--- config.mk ---
export PLATFORM = sky130hd
export DESIGN_NAME = echo_detector_flat
export DESIGN_NICKNAME = d
export VERILOG_FILES = /design/src/rtl/echo_detector_if.sv /design/src/rtl/echo_detector.sv /design/src/flat_wrapper.sv
export SDC_FILE = /design/constraint.sdc
export NUM_CORES = 1
export LEC_CHECK = 0
export ABC_AREA = 0
export BUFFER_PORTS_ARGS = -buffer_cell sky130_fd_sc_hd__buf_2
export CORE_ASPECT_RATIO = 0.9
export CORE_MARGIN = 8
export CORE_UTILIZATION = 55
export CTS_CLUSTER_SIZE = 30
export DETAILED_ROUTE_END_ITERATION = 7
export PLACE_DENSITY = 0.84
export SLEW_MARGIN = 15
export SYNTH_ARGS = -nofsm -noshare
export SYNTH_HDL_FRONTEND = slang
export SYNTH_SLANG_ARGS = --single-unit
export TNS_END_PERCENT = 5
--- constraint.sdc ---
create_clock -name clk -period 3.05 [get_ports clk]
set_input_delay 0.1525 -clock clk [delete_from_list [all_inputs] [get_ports clk]]
set_output_delay 0.1525 -clock clk [all_outputs]
set_load 0.005 [all_outputs]
--- src/rtl/echo_detector_if.sv ---
// Port bundle between the echo detector and its register/IRQ layer.
// master drives measurement control and envelope samples; slave is the detector.
interface echo_detector_if #(
  parameter int N  = 16,
  parameter int CW = 16
);
  logic          start;
  logic          sample_valid;
  logic [N-1:0]  env_in;
  logic [N-1:0]  threshold;
  logic [CW-1:0] blank_samples;
  logic [CW-1:0] max_samples;
  logic          busy;
  logic          done;
  logic          echo_found;
  logic          timeout;
  logic [CW-1:0] tof;
  logic [N-1:0]  peak;

  modport master (
    output start, sample_valid, env_in, threshold, blank_samples, max_samples,
    input  busy, done, echo_found, timeout, tof, peak
  );

  modport slave (
    input  start, sample_valid, env_in, threshold, blank_samples, max_samples,
    output busy, done, echo_found, timeout, tof, peak
  );
endinterface

--- src/rtl/echo_detector.sv ---
// Echo detector: after a ping, blank the first samples of the MAF envelope, then
// look for CONFIRM consecutive samples at/above threshold; report tof, peak, timeout.
//
//   state | meaning
//   IDLE  | waiting for start; results of the last measurement held
//   ARMED | counting sample strobes, evaluating samples past the blanking window
//   FIN   | one cycle; done pulses in the cycle after it
module echo_detector #(
  parameter int N       = 16,
  parameter int CW      = 16,
  parameter int CONFIRM = 3
) (
  input  logic            clk,
  input  logic            rst,
  echo_detector_if.slave  bus
);

  localparam int RW = 4;
  localparam logic [RW-1:0] CONF_V   = RW'(CONFIRM);
  localparam logic [RW-1:0] CONF_M1R = RW'(CONFIRM - 1);
  localparam logic [CW-1:0] CONF_M1  = CW'(CONFIRM - 1);

  typedef enum logic [1:0] {
    IDLE  = 2'd0,
    ARMED = 2'd1,
    FIN   = 2'd2
  } state_e;

  state_e        state_q, state_d;
  logic [CW-1:0] k_q, k_d;
  logic [RW-1:0] run_q, run_d;
  logic [N-1:0]  peak_q, peak_d;
  logic [CW-1:0] tof_q, tof_d;
  logic          echo_q, echo_d;
  logic          tmo_q, tmo_d;
  logic          busy_q, busy_d;
  logic          done_q, done_d;

  logic          eval;
  logic          hit;
  logic          confirm;
  logic          last;
  logic [CW-1:0] k_inc;
  logic [RW-1:0] run_inc;

  assign eval    = (k_q >= bus.blank_samples);
  assign hit     = (bus.env_in >= bus.threshold);
  assign confirm = eval && hit && (run_q == CONF_M1R);
  // max_samples == 0 means listen forever, so the window end is never matched
  assign last    = (bus.max_samples != '0) && (k_q == bus.max_samples - 1'b1);
  assign k_inc   = (k_q == '1) ? k_q : k_q + 1'b1;
  assign run_inc = (run_q == CONF_V) ? run_q : run_q + 1'b1;

  always_ff @(posedge clk) begin
    if (rst) begin
      state_q <= IDLE;
      k_q     <= '0;
      run_q   <= '0;
      peak_q  <= '0;
      tof_q   <= '0;
      echo_q  <= 1'b0;
      tmo_q   <= 1'b0;
      busy_q  <= 1'b0;
      done_q  <= 1'b0;
    end else begin
      state_q <= state_d;
      k_q     <= k_d;
      run_q   <= run_d;
      peak_q  <= peak_d;
      tof_q   <= tof_d;
      echo_q  <= echo_d;
      tmo_q   <= tmo_d;
      busy_q  <= busy_d;
      done_q  <= done_d;
    end
  end

  always_comb begin
    state_d = state_q;
    k_d     = k_q;
    run_d   = run_q;
    peak_d  = peak_q;
    tof_d   = tof_q;
    echo_d  = echo_q;
    tmo_d   = tmo_q;
    busy_d  = busy_q;
    done_d  = 1'b0;

    // start wins over everything, including a coincident sample strobe
    if (bus.start) begin
      state_d = ARMED;
      k_d     = '0;
      run_d   = '0;
      peak_d  = '0;
      tof_d   = '0;
      echo_d  = 1'b0;
      tmo_d   = 1'b0;
      busy_d  = 1'b1;
    end else begin
      unique case (state_q)
        IDLE: ;
        ARMED: begin
          if (bus.sample_valid) begin
            k_d = k_inc;
            if (eval) begin
              if (bus.env_in > peak_q) peak_d = bus.env_in;
              run_d = hit ? run_inc : '0;
            end
            // detection on the final window sample beats the timeout
            if (confirm) begin
              tof_d   = k_q - CONF_M1;
              echo_d  = 1'b1;
              busy_d  = 1'b0;
              state_d = FIN;
            end else if (last) begin
              tof_d   = '1;
              tmo_d   = 1'b1;
              busy_d  = 1'b0;
              state_d = FIN;
            end
          end
        end
        FIN: begin
          done_d  = 1'b1;
          state_d = IDLE;
        end
        default: state_d = IDLE;
      endcase
    end
  end

  assign bus.busy       = busy_q;
  assign bus.done       = done_q;
  assign bus.echo_found = echo_q;
  assign bus.timeout    = tmo_q;
  assign bus.tof        = tof_q;
  assign bus.peak       = peak_q;

endmodule

--- src/flat_wrapper.sv ---
// flat-port wrapper written by rule: the top's interface ports become plain ports
module echo_detector_flat 
#(
  parameter int N       = 16,
  parameter int CW      = 16,
  parameter int CONFIRM = 3
)
  (clk, rst, bus_start, bus_sample_valid, bus_env_in, bus_threshold, bus_blank_samples, bus_max_samples, bus_busy, bus_done, bus_echo_found, bus_timeout, bus_tof, bus_peak);
  echo_detector_if #(.N(N), .CW(CW)) bus_i ();
  input  logic clk;
  input  logic rst;
  input wire logic [$bits(bus_i.start)-1:0] bus_start;
  input wire logic [$bits(bus_i.sample_valid)-1:0] bus_sample_valid;
  input wire logic [$bits(bus_i.env_in)-1:0] bus_env_in;
  input wire logic [$bits(bus_i.threshold)-1:0] bus_threshold;
  input wire logic [$bits(bus_i.blank_samples)-1:0] bus_blank_samples;
  input wire logic [$bits(bus_i.max_samples)-1:0] bus_max_samples;
  output wire logic [$bits(bus_i.busy)-1:0] bus_busy;
  output wire logic [$bits(bus_i.done)-1:0] bus_done;
  output wire logic [$bits(bus_i.echo_found)-1:0] bus_echo_found;
  output wire logic [$bits(bus_i.timeout)-1:0] bus_timeout;
  output wire logic [$bits(bus_i.tof)-1:0] bus_tof;
  output wire logic [$bits(bus_i.peak)-1:0] bus_peak;
  assign bus_i.start = bus_start;
  assign bus_i.sample_valid = bus_sample_valid;
  assign bus_i.env_in = bus_env_in;
  assign bus_i.threshold = bus_threshold;
  assign bus_i.blank_samples = bus_blank_samples;
  assign bus_i.max_samples = bus_max_samples;
  assign bus_busy = bus_i.busy;
  assign bus_done = bus_i.done;
  assign bus_echo_found = bus_i.echo_found;
  assign bus_timeout = bus_i.timeout;
  assign bus_tof = bus_i.tof;
  assign bus_peak = bus_i.peak;
  echo_detector #(.N(N), .CW(CW), .CONFIRM(CONFIRM)) u_core (.clk(clk), .rst(rst), .bus(bus_i));
endmodule
==> reports/results.txt, run 1 <==
GRT Total Usage: 22.95%
H-tree depth: 3
Max Buffers Root-to-Sink: 2
DIE AREA: 11530 um2
# IOs: 104
Yosys warns: 0
Register area share after synthesis: 25.29%
Mapped cell area: 4591 um2
Area grow syn2layout: 18.02%
Post-synthesis simple-gate area fraction: 21.70%
Max transition margin: 48.89%
CP arrival: 2930 ps
Final setup viols: 0
Period utilisation layout: 89.83%
Number of buffers created by CTS: 9
Fin cells: 786
Multiplexer area fraction after synthesis: 0.2180%
F_max: 0.3650 GHz
Post-CTS Repair Setup Buffers: 0
Pwr dens: 344.6 nW/um2
Final clock skew: 13.31 ps
Critical Path RT: 3240 ps
Reg clk slew, reported paths: 70 ps
PortBufs: 103
Most common cell after layout, fill and taps aside: buf_2
Leak pwr: 2.388 nW
Outcome: completed
Buffer and inverter count on the worst path: 0
Core ar.: 8068 um2
Adder-cell share of the synthesized area: 14.99%
Proportion of layout cells with a drive suffix above 1: 22.13%
Post-synth EDFFs: 0
Synth Area in XOR/XNOR: 9.349%
Largest family of logic cells by synthesized area: simple AND/OR/NAND/NOR gates
Largest net degree at the start of global routing: 39
Placed cells: 770
Post-Route WL: 13.22 mm
Setup ws final: 310.2 ps
Die Ht: 102.7 um
CP endpoint kind: flip-flop
Post-layout net count: 805
Effective utilization at floorplan: 56.90%
N_diodes: 0
Drt pass-1 iters: 7
DRC violations left: 0
Vias in the first global route: 4761
Setup TNS: 0 ps
Slowest stage delay, CP: 460 ps
CP Cell Sequence: ha_1, and4_1, nand3_1, a211o_1, o211ai_1, nand3_1, o21ai_0, a21oi_1
FFs w/ async S/R, synth: 0%
Synth Area in Compound Gates: 20.25%
Worst-Margin Slew: 766.7 ps
Crit Path Max Fanout: 16
Crit path launch: u_core.k_q[10]
1st-iter DRT viols: 394
CP Launch Type: flip-flop
TritonCTS Sinks: 58
Avg Cell Area, Syn: 7.781 um2
ANT nets after route: 0
Number of vias per cell: 6.046
Maximum vdd drop: 0.2347 mV
CP max-delay cell: nand3_1
Hold Path Class: input port to flip-flop
Post-Syn Nets: 713
Drt wl/cell: 16.82 um
Post-synth cell types: 56
Site row count: 31
Final Critical Period: 2740 ps
Fin. max-slew vios: 0
First-pass GRT wire length: 21.67 mm
Seq cells post-synth: 58
Grt total ovfl: 0
Hold_buf cts: 0
Hold WS: 65.87 ps
RSZ-0062 raised after global routing: false
Crit Path Category: flip-flop to flip-flop
Die width: 112.3 um
Fin. Hold Viols: 0
Initial antenna violation count: 0
Commonest cells after routing, fill and taps aside: buf_2, inv_1, dfxtp_1
FF-to-FF Start: u_core.k_q[10]
Critical path's most frequent cell: nand3_1
Root Buffer: clkbuf_8
Hold_sp: rst
Max-Cap Viols: 0
Cells after Synth: 590
Crit path max-delay family: compound AO/OA/AOI/OAI gates
Via count: 4752
GPL Wtd Cong: 0.9317
Leading register cell type out of synthesis: dfxtp_1
Worst-Skew Late Latency: 350 ps
CTS tree: done
Pre-CTS WS: 173.5 ps
DP Wirelength: 10.15 mm
sequential cells by signal, indices dropped and copies added, names as in the netlist:
signal                 cells
u_core.bus.peak           16
u_core.bus.tof            16
u_core.k_q                16
u_core.run_q               4
u_core.state_q             2
u_core.bus.busy            1
u_core.bus.done            1
u_core.bus.echo_found      1
u_core.bus.timeout         1
Yosys cell counts (2+ instances only):
cell	instances	area share (%)
inv_1	59	4.8
dfxtp_1	58	25
ha_1	55	15
nor2_1	53	4.3
a21oi_1	49	5.3
nand3_1	36	3.9
o21ai_0	33	3.6
clkbuf_1	30	2.5
xnor2_1	27	5.2
nand2_1	23	1.9
xor2_1	22	4.2
o221ai_1	16	3.1
nand4_1	13	1.8
nor3_1	11	1.2
and3_1	8	1.1
nor2b_1	7	0.95
or4_1	7	1.1
a211oi_1	5	0.82
a21o_1	5	0.82
a21oi_2	5	0.95
a211o_1	4	0.76
buf_2	4	0.44
nand2b_1	4	0.55
nor4_1	4	0.55
o211ai_1	4	0.65
a31oi_1	3	0.41
and4_1	3	0.57
nor3b_1	3	0.49
or3_1	3	0.41
a2111oi_0	2	0.38
a311oi_1	2	0.38
and2_1	2	0.27
buf_6	2	0.49
nand4b_1	2	0.38
nor4_2	2	0.55
o211a_1	2	0.44
o22ai_1	2	0.27
or3b_2	2	0.38
worst paths after layout:
check        slack [ps]  cells after the start                   to
max                 310                      8  u_core.bus.peak[12]
min                  70                      2    u_core.state_q[0]
min reg2reg         420                      1      u_core.bus.done
max reg2reg         310                      8  u_core.bus.peak[12]
repair_timing:
| item | CTS | global route |
|---|---|---|
| gates resized for setup | 0 | 1 |
| endpoints found under the setup margin | 0 | 6 |
| hold endpoints to repair | 0 | 0 |
power by group:
part / leakage (nW) / switching, mW / internal (mW)
logic: 1.80 / 0.160 / 0.115
registers: 0.468 / 0.00329 / 0.761
clock network: 0.117 / 0.322 / 0.505
worst reg2reg max path, cell delays in order, from the launching register on:
cell      delay, ps
dfxtp_1         400
ha_1            360
and4_1          210
nand3_1          80
a211o_1         300
o211ai_1        260
nand3_1         460
o21ai_0         410
a21oi_1         120
through the flow:
step	util [%]	cell area [um2]	total power, mW
finish	67.15	5418	1.867
global route	67.15	5418	1.942
CTS	67.11	5414	1.863
detailed placement	64.27	5185	1.050
global placement	64.27	5185	1.033
floorplan	-	4591	0.9412
kinds of logic (layout without fill, tap and decap cells):
family / after synthesis / count (layout)
AO/OA/AOI/OAI: 143 / 143
AND/OR/NAND/NOR: 189 / 189
buffers and inverters: 95 / 192
XOR/XNOR: 49 / 49
flip-flops: 58 / 58
adder cells (fa/ha/maj): 55 / 55
multiplexers: 1 / 1
per-layer routing:
| metal | track usage (%) | wire length, um |
|---|---|---|
| met5 | 0 | 0 |
| met4 | 10.25 | 444 |
| met3 | 6.382 | 961 |
| met2 | 40.45 | 6361 |
| met1 | 25.67 | 5453 |
cell type report:
type,count,area [um2]
tap,99,123.9
clock inverter,4,73.82
inverter,59,221.5
fill,658,2650
sequential,58,1161
clock buffer,12,155.1
multi-input combinational,437,3062
timing repair buffer,117,620.6
Note: power is estimated with default switching activity, not from simulation.
==> inputs of run 2 (changes only) <==
- CORE_UTILIZATION: 55 -> 54
- MAX_ROUTING_LAYER: unset -> met4
- PLACE_DENSITY: 0.84 -> 0.83
- TNS_END_PERCENT: 5 -> unset
==> reports/results.txt, run 2 (same netlist as run 1, synthesis figures left out) <==
Outcome: completed
Area grow syn2layout: 19.02%
Pre-CTS WS: 300.7 ps (+127.2 ps)
Root Buffer: clkbuf_8
GPL Wtd Cong: 0.9233 (-0.90%)
Post-CTS Repair Setup Buffers: 0 (unchanged)
Worst-Skew Late Latency: 350 ps (about the same)
Hold Path End: u_core.state_q[0]
Fin. max-slew vios: 0 (unchanged)
DP Wirelength: 9.783 mm (-3.6%)
Placed cells: 778 (+1.0%)
Hold_sp: rst
Largest net degree at the start of global routing: 39 (unchanged)
TritonCTS Sinks: 58 (unchanged)
Final core utilization: 64.99% (-2.2 points)
Hold Path Class: input port to flip-flop
FF-to-FF Start: u_core.k_q[9]
DIE AREA: 11710 um2 (+1.6%)
Final clock skew: 9.303 ps (-4.002 ps)
CTS tree: done
Final Critical Period: 2769 ps (+28.78 ps)
Core ar.: 8408 um2 (+4.2%)
Post-Route WL: 12.78 mm (-3.3%)
Crit Path Category: flip-flop to flip-flop
CP arrival: 2980 ps (+50 ps)
Worst hold stages: 2 (unchanged)
Fin cells: 794 (+1.0%)
Max-Cap Viols: 0 (unchanged)
PortBufs: 103 (unchanged)
RSZ-0062 raised after global routing: false
Max Buffers Root-to-Sink: 2 (unchanged)
Initial antenna violation count: 0 (unchanged)
Reg clk slew, reported paths: 70 ps (about the same)
Via count: 4666 (-1.8%)
Number of vias per cell: 5.877 (-2.8%)
Slowest stage delay, CP: 520 ps (+60 ps)
Die width: 113.2 um (+0.79%)
Period utilisation layout: 90.77% (+0.94 points)
Crit Path Max Fanout: 17 (+1)
CP Launch Type: flip-flop
Max transition margin: 46.07% (-2.8 points)
R2r endpoint: u_core.bus.tof[0]
Pwr dens: 343.6 nW/um2 (-0.28%)
Most common cell after layout, fill and taps aside: buf_2
F_max: 0.3612 GHz (-1.0%)
CP endpoint kind: flip-flop
GRT Total Usage: 23.05% (+0.099 points)
Setup TNS: 0 ps (unchanged)
# IOs: 104 (unchanged)
Die Ht: 103.5 um (+0.78%)
Worst-Margin Slew: 808.9 ps (+42.22 ps)
H-tree depth: 3 (unchanged)
Drt pass-1 iters: 5 (-2)
N_diodes: 0 (unchanged)
Vias in the first global route: 4594 (-3.5%)
Fin. Hold Viols: 0 (unchanged)
Maximum vdd drop: 0.3169 mV (+35%)
Hold_buf cts: 0 (unchanged)
CP max-delay cell: or4_1
Flip-flop and latch area: 1161 um2 (unchanged)
Proportion of layout cells with a drive suffix above 1: 22.69% (+0.56 points)
CP Cell Sequence: ha_1, and4_1, nand3_1, a211o_1, o211a_1, or4_1, buf_4, o221ai_1, a21oi_1
Commonest cells after routing, fill and taps aside: buf_2, inv_1, dfxtp_1
Site row count: 32 (+3.2%)
1st-iter DRT viols: 264 (-33%)
Critical Path RT: 3260 ps (+20 ps)
Leak pwr: 2.413 nW (+1.0%)
First-pass GRT wire length: 21.39 mm (-1.3%)
Reg2Reg Depth: 9 (+1)
Grt total ovfl: 0 (unchanged)
Post_cts resized: 0 (unchanged)
Effective utilization at floorplan: 54.60% (-2.3 points)
Crit path launch: u_core.k_q[9]
R2R Setup Slk: 280 ps (-30 ps)
# fillers: 721 (+9.6%)
DRC violations left: 0 (unchanged)
Post-layout net count: 810 (+0.62%)
Final setup viols: 0 (unchanged)
Setup ws final: 281.4 ps (-28.78 ps)
ANT nets after route: 0 (unchanged)
Drt wl/cell: 16.10 um (-4.3%)
Area of the multi-input gates: 3058 um2 (-0.12%)
Number of buffers created by CTS: 9 (unchanged)
[run 2: cell count changes in the layout (fill, tap and decap cells not counted), sizes merged]
| cell | change |
|---|---|
| buf | +5 |
| clkinv | -1 |
| clkinvlp | +1 |
[run 2: how the worst max path moves through the flow]
stage	slack (ps)	depth (start not counted)	endpoint
final	280	9	u_core.bus.tof[0]
after global routing	80	8	u_core.bus.peak[0]
after CTS	280	9	u_core.bus.tof[0]
after detailed placement	300	9	u_core.bus.tof[0]
after global placement	380	9	u_core.bus.tof[9]
after floorplan	480	10	u_core.bus.tof[10]
[run 2: routing by layer]
layer / routed length (um) / share of wire, % / GRT usage, %
met4: 206 / 1.6 / 7.975
met3: 1093 / 8.6 / 5.514
met2: 5828 / 46 / 36.70
met1: 5652 / 44 / 28.25
met5: 0 / 0 / -
[run 2: per-stage QoR]
step	cell area, um2	power [mW]	hold WS (ps)
after floorplan	4591	0.9412	253.8
after CTS	5464	1.885	53.66
after global routing	5464	1.957	79.36
final	5464	1.877	67.93
after global placement	5226	1.037	399.4
after detailed placement	5226	1.047	407.8
[run 2: report_power, final]
part | internal (mW) | total [mW] | switching [mW] | leakage, nW
logic | 0.115 | 0.271 | 0.156 | 1.83
registers | 0.761 | 0.764 | 0.00206 | 0.468
clock network | 0.525 | 0.843 | 0.318 | 0.119
[run 2: cell type report]
| class | count | area share [%] |
|---|---|---|
| multi-input cells | 437 | 55.97 |
| flip-flops and latches | 58 | 21.25 |
| clock inverters | 4 | 1.328 |
| well taps | 102 | 2.336 |
| clock buffers | 12 | 3.023 |
| repair buffers | 122 | 12.04 |
| inverters | 59 | 4.053 |
[run 2: critical path: cells and delay by family (launching register included)]
family	cells	cell delay, ps
AO/OA/AOI/OAI	4	830
adder cells (fa/ha/maj)	1	350
buffers and inverters	1	220
flip-flops	1	430
AND/OR/NAND/NOR	3	830
